--- config.mk ---
export PLATFORM = sky130hd
export DESIGN_NAME = stage3_mem_req
export DESIGN_NICKNAME = d
export VERILOG_FILES = /design/src/rtl/stage3_mem_req.sv
export SDC_FILE = /design/constraint.sdc
export NUM_CORES = 1
export LEC_CHECK = 0
export ABC_AREA = 1
export ABC_CLOCK_PERIOD_IN_PS = 3870
export CAP_MARGIN = 20
export CORE_MARGIN = 2
export CORE_UTILIZATION = 45
export CTS_BUF_LIST = sky130_fd_sc_hd__clkbuf_8
export CTS_CLUSTER_DIAMETER = 200
export CTS_CLUSTER_SIZE = 8
export DETAILED_ROUTE_END_ITERATION = 10
export HOLD_SLACK_MARGIN = 0.12
export PLACE_DENSITY_LB_ADDON = 0.25
export SETUP_SLACK_MARGIN = 0.2
export SYNTH_ARGS = -nofsm -noshare
export SYNTH_HDL_FRONTEND = slang
export SYNTH_SLANG_ARGS = --single-unit
--- constraint.sdc ---
create_clock -name clk -period 3.87 [get_ports clk]
set_input_delay 1.161 -clock clk [delete_from_list [all_inputs] [get_ports clk]]
set_output_delay 1.161 -clock clk [all_outputs]
set_load 0.01 [all_outputs]
--- src/rtl/stage3_mem_req.sv ---
// EX-stage data SRAM request issue with flush draining of orphaned requests and discard of stale data_ok.
// Optional address-wait performance counter enabled by MEM_REQ_PERF_CNT_EN.
module stage3_mem_req #(
  parameter int unsigned CNT_W = 2
) (
  input  logic        clk,
  input  logic        resetn,
  input  logic        es_valid,
  input  logic        es_mem_req,
  input  logic        es_mem_we,
  input  logic [1:0]  es_mem_size,
  input  logic [31:0] es_mem_addr,
  input  logic [3:0]  es_mem_wstrb,
  input  logic [31:0] es_mem_wdata,
  input  logic        ms_ex,
  input  logic        flush,
  input  logic        ms_allow_in,
  output logic        es_mem_ready_go,
  output logic        data_sram_req,
  output logic        data_sram_wr,
  output logic [1:0]  data_sram_size,
  output logic [31:0] data_sram_addr,
  output logic [3:0]  data_sram_wstrb,
  output logic [31:0] data_sram_wdata,
  input  logic        data_sram_addr_ok,
  input  logic        data_sram_data_ok,
  output logic        ms_data_ok,
  output logic [31:0] req_stall_cnt
);

  typedef enum logic [1:0] {
    IDLE      = 2'd0,
    WAIT_ADDR = 2'd1,
    ACCEPTED  = 2'd2,
    DRAIN     = 2'd3
  } state_e;

  state_e state, state_nxt;
  logic   start;
  logic   hs;

  logic        cp_wr;
  logic [1:0]  cp_size;
  logic [31:0] cp_addr;
  logic [3:0]  cp_wstrb;
  logic [31:0] cp_wdata;

  logic [CNT_W-1:0] out_cnt, out_nxt;
  logic [CNT_W-1:0] disc_cnt, disc_nxt;

  always_ff @(posedge clk or negedge resetn) begin
    if (!resetn) state <= IDLE;
    else         state <= state_nxt;
  end

  // Next state, request strobe, handshake and EX hand-off
  always_comb begin
    state_nxt       = state;
    start           = 1'b0;
    data_sram_req   = 1'b0;
    hs              = 1'b0;
    es_mem_ready_go = 1'b0;

    start         = es_valid & es_mem_req & ~ms_ex & ~flush & (state == IDLE);
    data_sram_req = start | (state == WAIT_ADDR) | (state == DRAIN);
    hs            = data_sram_req & data_sram_addr_ok;

    case (state)
      IDLE: begin
        if (start & ~hs)              state_nxt = WAIT_ADDR;
        else if (hs & ~ms_allow_in)   state_nxt = ACCEPTED;
      end
      WAIT_ADDR: begin
        if (flush & ~hs)              state_nxt = DRAIN;
        else if (flush & hs)          state_nxt = IDLE;
        else if (hs)                  state_nxt = ms_allow_in ? IDLE : ACCEPTED;
      end
      ACCEPTED: begin
        if (flush | ms_allow_in)      state_nxt = IDLE;
      end
      DRAIN: begin
        if (hs)                       state_nxt = IDLE;
      end
      default:                        state_nxt = IDLE;
    endcase

    es_mem_ready_go = (state != DRAIN) &
                      (~es_mem_req |
                       (ms_ex & (state == IDLE)) |
                       (hs & ((state == IDLE) | (state == WAIT_ADDR))) |
                       (state == ACCEPTED));
  end

  // An orphaned request keeps presenting the fields it had when EX was flushed
  always_comb begin
    data_sram_wr    = es_mem_we;
    data_sram_size  = es_mem_size;
    data_sram_addr  = es_mem_addr;
    data_sram_wstrb = es_mem_wstrb;
    data_sram_wdata = es_mem_wdata;
    if (state == DRAIN) begin
      data_sram_wr    = cp_wr;
      data_sram_size  = cp_size;
      data_sram_addr  = cp_addr;
      data_sram_wstrb = cp_wstrb;
      data_sram_wdata = cp_wdata;
    end
  end

  always_ff @(posedge clk or negedge resetn) begin
    if (!resetn) begin
      cp_wr    <= 1'b0;
      cp_size  <= 2'd0;
      cp_addr  <= 32'd0;
      cp_wstrb <= 4'd0;
      cp_wdata <= 32'd0;
    end else if (data_sram_req) begin
      cp_wr    <= data_sram_wr;
      cp_size  <= data_sram_size;
      cp_addr  <= data_sram_addr;
      cp_wstrb <= data_sram_wstrb;
      cp_wdata <= data_sram_wdata;
    end
  end

  // Outstanding and discard counters, both saturating
  always_comb begin
    out_nxt  = out_cnt;
    disc_nxt = disc_cnt;

    if (hs & ~data_sram_data_ok & (out_cnt != '1))
      out_nxt = out_cnt + CNT_W'(1);
    else if (data_sram_data_ok & ~hs & (out_cnt != '0))
      out_nxt = out_cnt - CNT_W'(1);

    if (flush) begin
      disc_nxt = out_nxt;
    end else begin
      if ((state == DRAIN) & hs & ~(data_sram_data_ok & (disc_cnt != '0)) & (disc_cnt != '1))
        disc_nxt = disc_cnt + CNT_W'(1);
      else if (data_sram_data_ok & (disc_cnt != '0) & ~((state == DRAIN) & hs))
        disc_nxt = disc_cnt - CNT_W'(1);
    end
  end

  always_ff @(posedge clk or negedge resetn) begin
    if (!resetn) begin
      out_cnt  <= '0;
      disc_cnt <= '0;
    end else begin
      out_cnt  <= out_nxt;
      disc_cnt <= disc_nxt;
    end
  end

  assign ms_data_ok = data_sram_data_ok & (disc_cnt == '0);

`ifdef MEM_REQ_PERF_CNT_EN
  logic [31:0] stall_q;

  always_ff @(posedge clk or negedge resetn) begin
    if (!resetn)                                     stall_q <= 32'd0;
    else if ((state == WAIT_ADDR) | (state == DRAIN)) stall_q <= stall_q + 32'd1;
  end

  assign req_stall_cnt = stall_q;
`else
  assign req_stall_cnt = 32'd0;
`endif

endmodule
### Word-level counts from Yosys, hierarchy flattened

Index checks and enable logic that the tools add are counted.

| word-level totals | value |
|---|---|
| flip-flop bits (word level) | 77 |
| latch bits | 0 |
| bits in writable memories | 0 |
| ROM bits | 0 |
| logic and storage cells | 84 |
| memories kept | 0 |

| operators by class | value |
|---|---|
| add/sub/neg operators | 4 |
| multiply operators | 0 |
| divide/modulo/power cells | 0 |
| order comparisons | 0 |
| equality and inequality tests | 10 |
| shifts and indexed selects | 0 |
| mux-type cells | 19 |
| bitwise operators | 37 |
| reduce and logical (&&, ||, !) cells | 6 |

Operators with widths:

| cell | count |
|---|---|
| 32-bit 2-to-1 mux | 2 |
| 2-bit 2-to-1 mux | 14 |
| 1-bit AND | 22 |
| 2-bit inequality test (second input constant) | 5 |
| 1-bit NOT | 8 |
| 2-bit one-hot mux with 4 select lines | 1 |
| 1-bit OR | 7 |
| 2-bit by 1-bit adder with 2-bit output (second input constant) | 2 |
| 2-bit == test (second input constant) | 2 |
| 2-bit zero test | 2 |
| 4-bit 2-to-1 mux | 1 |
| 4-bit by 2-bit inequality test with 1-bit output (second input constant) | 1 |
| 4-bit AND reduction | 1 |
| 2-bit nonzero test | 2 |
| 2-bit by 1-bit subtractor with 2-bit output (second input constant) | 2 |
| 3-bit inequality test (second input constant) | 1 |
| 3-bit nonzero test | 1 |
| 2-bit by 1-bit == test with 1-bit output (second input constant) | 1 |
| 1-bit 2-to-1 mux | 1 |

### Longest topological paths before layout

| logic depth | value |
|---|---|
| word-level depth | 13 |
| depth in mapped cells | 11 |
| mapped depth without buffers | 11 |

### Worst setup path after synthesis

Ideal clock, no wire load.

| path | value |
|---|---|
| path type | input to output |
| start point | input flush |
| end point | output data_sram_req |
| arrival time | 1.836 ns |
| required time | 2.709 ns |
| path slack | 0.873 ns |
| cell stages on the path | 6 |
| path buffers | 3 |
| path through | nor2_1 -> nand3_1 -> nand2_2 -> buf_6 -> buf_12 -> buf_6 |

| between the ends | value |
|---|---|
| cells in the longest elaborated chain, start to end | 5 |

RTL lines:

| item | RTL line | RTL |
|---|---|---|
| from (decl) | 16 | `input logic flush,` |
| 1-bit NOT | 64 | `start = es_valid & es_mem_req & ~ms_ex & ~flush & (state == IDLE);` |
| 1-bit AND (2 in a row) | 64 |  |
| 1-bit OR (2 in a row) | 65 | `data_sram_req = start \| (state == WAIT_ADDR) \| (state == DRAIN);` |
| to (decl) | 19 | `output logic data_sram_req,` |

Every way passes these cells.

### Final worst setup path

| path | value |
|---|---|
| start point | input es_mem_wdata[29] |
| end point | output data_sram_wdata[29] |

| between the ends | value |
|---|---|
| cells in the longest elaborated chain, start to end | 1 |

RTL lines:

| item | RTL line | RTL |
|---|---|---|
| from (decl) | 14 | `input logic [31:0] es_mem_wdata,` |
| 32-bit 2-to-1 mux | 101 | `if (state == DRAIN) begin` |
| to (decl) | 24 | `output logic [31:0] data_sram_wdata,` |

Every way passes these cells.

==> flow_metrics.env <==
export IMPL_postRouteAntennaNets=0
export IMPL_grt_antenna_before_repair=0
export IMPL_crit_fanout=2
export IMPL_grt_max_degree=89
export IMPL_drc=0
export IMPL_io_buffers=153
export IMPL_status="complete, no violations"
export IMPL_dr_pass1_iters=4
export IMPL_final_area_um2=5860
export IMPL_postCtsHoldBufs=0
export IMPL_final_cell_mix="161 x nand2_1, 149 x clkdlybuf4s50_1, 107 x o21ai_0, 87 x inv_1, 77 x dfrtp_1"
export IMPL_finalSetupViolations=0
export IMPL_first_global_vias=3643
export IMPL_min_period_ns=3.58
export IMPL_drive_gt1_share_pct=4.20
export IMPL_num_rows=35
export IMPL_first_iter_violations=117
export IMPL_start_kind="input pin"
export IMPL_die_area_um2=10300
export IMPL_cts_buffers_inserted=9
export IMPL_fin_worst_skew_ns=0.00681
export IMPL_tightest_slew_ns=0.945
export IMPL_critPathCaptureType="primary output"
export IMPL_h_tree_depth=3
export IMPL_clock_fmax_ghz=0.279
export IMPL_cts_root_buf="clkbuf_8"
export IMPL_report_power_total_w=0.00284
export IMPL_track_usage_pct=18.9
export IMPL_fin_nets=791
export IMPL_grt_pass1_wl_um=15700
export IMPL_postSynthCellCount=568
export IMPL_hold_viol=0
export IMPL_p_per_area_nw_per_um2=484
export IMPL_dpl_instance_area_um2=5660
export IMPL_clockBufferDepth=2
export IMPL_max_slew_margin_pct=37.0
export IMPL_synth_cell_area_um2=4260
export IMPL_hp_class="flop to flop"
export IMPL_clkLatencyLatePin_ns=0.34
export IMPL_die_y_um=101
export IMPL_yosysWarningCount=0
export IMPL_wl_per_cell_um=11.6
export IMPL_leakage_nw=2.85
export IMPL_antenna_cells=0
export IMPL_cp_arrival_ns=2.42
export IMPL_ys_types=23
export IMPL_coreArea_um2=9200
export IMPL_post_place_cells=809
export IMPL_final_common_cell="nand2_1"
export IMPL_die_width_um=101
export IMPL_crit_type="input pin to primary output"
export IMPL_postCtsSetupRepairBufs=0
export IMPL_final_cell_count_no_fill=825
export IMPL_dpl_hpwl_um=6900
export IMPL_avgSynthCellArea_um2=7.49
export IMPL_cts_tree="built"
export IMPL_drv_slew=0
export IMPL_clock_sinks=77
export IMPL_peakVddDrop_mv=0.258
export IMPL_gp_congestion=0.796
export IMPL_syn_to_final_growth_pct=37.8
export IMPL_drt_wl_total_um=9570
export IMPL_cp_required_ns=2.71
export IMPL_vias_per_cell=4.69
export IMPL_initial_core_util_pct=46.3
export IMPL_routed_via_count=3870
export IMPL_ys_ff_latch=77
export IMPL_drv_cap=0
export IMPL_path_clk_slew_ns=0.07
export IMPL_rsz0062_at_grt="true"
export IMPL_seq_area_frac_synth_pct=45.3
export IMPL_post_route_period_util_pct=92.5
export IMPL_overflow=0
export IMPL_ios=186
-- cells in the mapped netlist --
cell type / number / area [um^2]
nand2_1: 161 / 604
nor3_1: 3 / 15.0
a21oi_1: 2 / 10.0
nand4_1: 1 / 6.26
buf_12: 1 / 20.0
clkbuf_1: 12 / 45.0
buf_6: 12 / 135
o21ai_1: 40 / 200
nand2_2: 2 / 12.5
a32oi_1: 1 / 8.76
ha_1: 2 / 25.0
nor2_1: 11 / 41.3
inv_1: 85 / 319
nor2_4: 1 / 11.3
buf_2: 5 / 25.0
dfrtp_1: 77 / 1930
a22oi_1: 1 / 7.51
a41oi_1: 1 / 8.76
buf_4: 33 / 248
nand3_1: 8 / 40.0
a31oi_1: 1 / 6.26
conb_1: 1 / 3.75
o21ai_0: 107 / 536
-- sequential cells by signal (all words and copies together), names as in the netlist --
register,count
state,2
cp_addr,32
cp_wdata,32
out_cnt,2
disc_cnt,2
cp_wstrb,4
cp_wr,1
cp_size,2
-- final timing paths --
path | endpoint | startpoint | depth (start not counted) | slack, ns
hold / removal | cp_addr[14] | cp_addr[14] | 2 | 0.52
max in group asynchronous | cp_wdata[1] | resetn | 1 | 2.30
min in group asynchronous | cp_wdata[30] | resetn | 1 | 0.96
setup / recovery | data_sram_wdata[29] | es_mem_wdata[29] | 4 | 0.29
setup reg to reg | cp_wdata[26] | state[1] | 7 | 1.40
hold reg to reg | cp_addr[14] | cp_addr[14] | 2 | 0.52
-- worst max-delay path, stage by stage --
cell,delay (ns)
clkdlybuf4s50_1,0.47
nand2_1,0.06
o21ai_0,0.12
clkdlybuf4s50_1,0.61
-- cell type report --
cell class / count / area [um^2]
Tap cell: 111 / 139
Multi-Input combinational cell: 374 / 1680
Clock inverter: 7 / 68.8
Sequential cell: 77 / 1930
Clock buffer: 9 / 124
Inverter: 85 / 319
Timing Repair Buffer: 162 / 1610
Fill cell: 802 / 3330
-- layer usage --
metal / routed length [um] / track usage, % / up-vias
li1: - / - / 2006
met1: 4200 / 22.8 / 1721
met2: 4420 / 31.9 / 127
met3: 798 / 6.07 / 16
met4: 154 / 6.86 / 0
met5: 0 / 0 / -
-- report_power, final --
| part | leakage, nW | total (W) | internal, W | switching, W |
|---|---|---|---|---|
| Combinational | 1.79 | 0.000953 | 0.000412 | 0.000541 |
| Clock | 0.106 | 0.000583 | 0.000295 | 0.000287 |
| Sequential | 0.949 | 0.00130 | 0.00118 | 0.000123 |
-- through the flow --
stage                     setup WS [ns]  TNS (ns)  hold slack (ns)  utilization (%)
after floorplan                   0.873         0            0.483                -
after global placement          -0.0174   -0.0174            0.503             61.5
after detailed placement        -0.0776   -0.0776            0.503             61.5
after CTS                         0.227         0            0.522             63.7
after global routing              0.183         0            0.551             63.7
final                             0.290         0            0.518             63.7
-- what timing repair did --
| item | CTS | global route |
|---|---|---|
| gates resized for setup | 4 | 4 |
| endpoints found under the setup margin | 2 | 45 |
| cloned | 0 | 0 |
-- logic make-up (layout without fill, tap and decap cells) --
group	Yosys count	count (layout)	synth area share [%]
compound gates	153	153	18.3
fa+ha+maj	2	2	0.588
buf+inv	148	263	18.6
flops	77	77	45.3
other cells	1	32	0.0881
simple gates	187	187	17.2
Power figures use the tool's default switching activity.
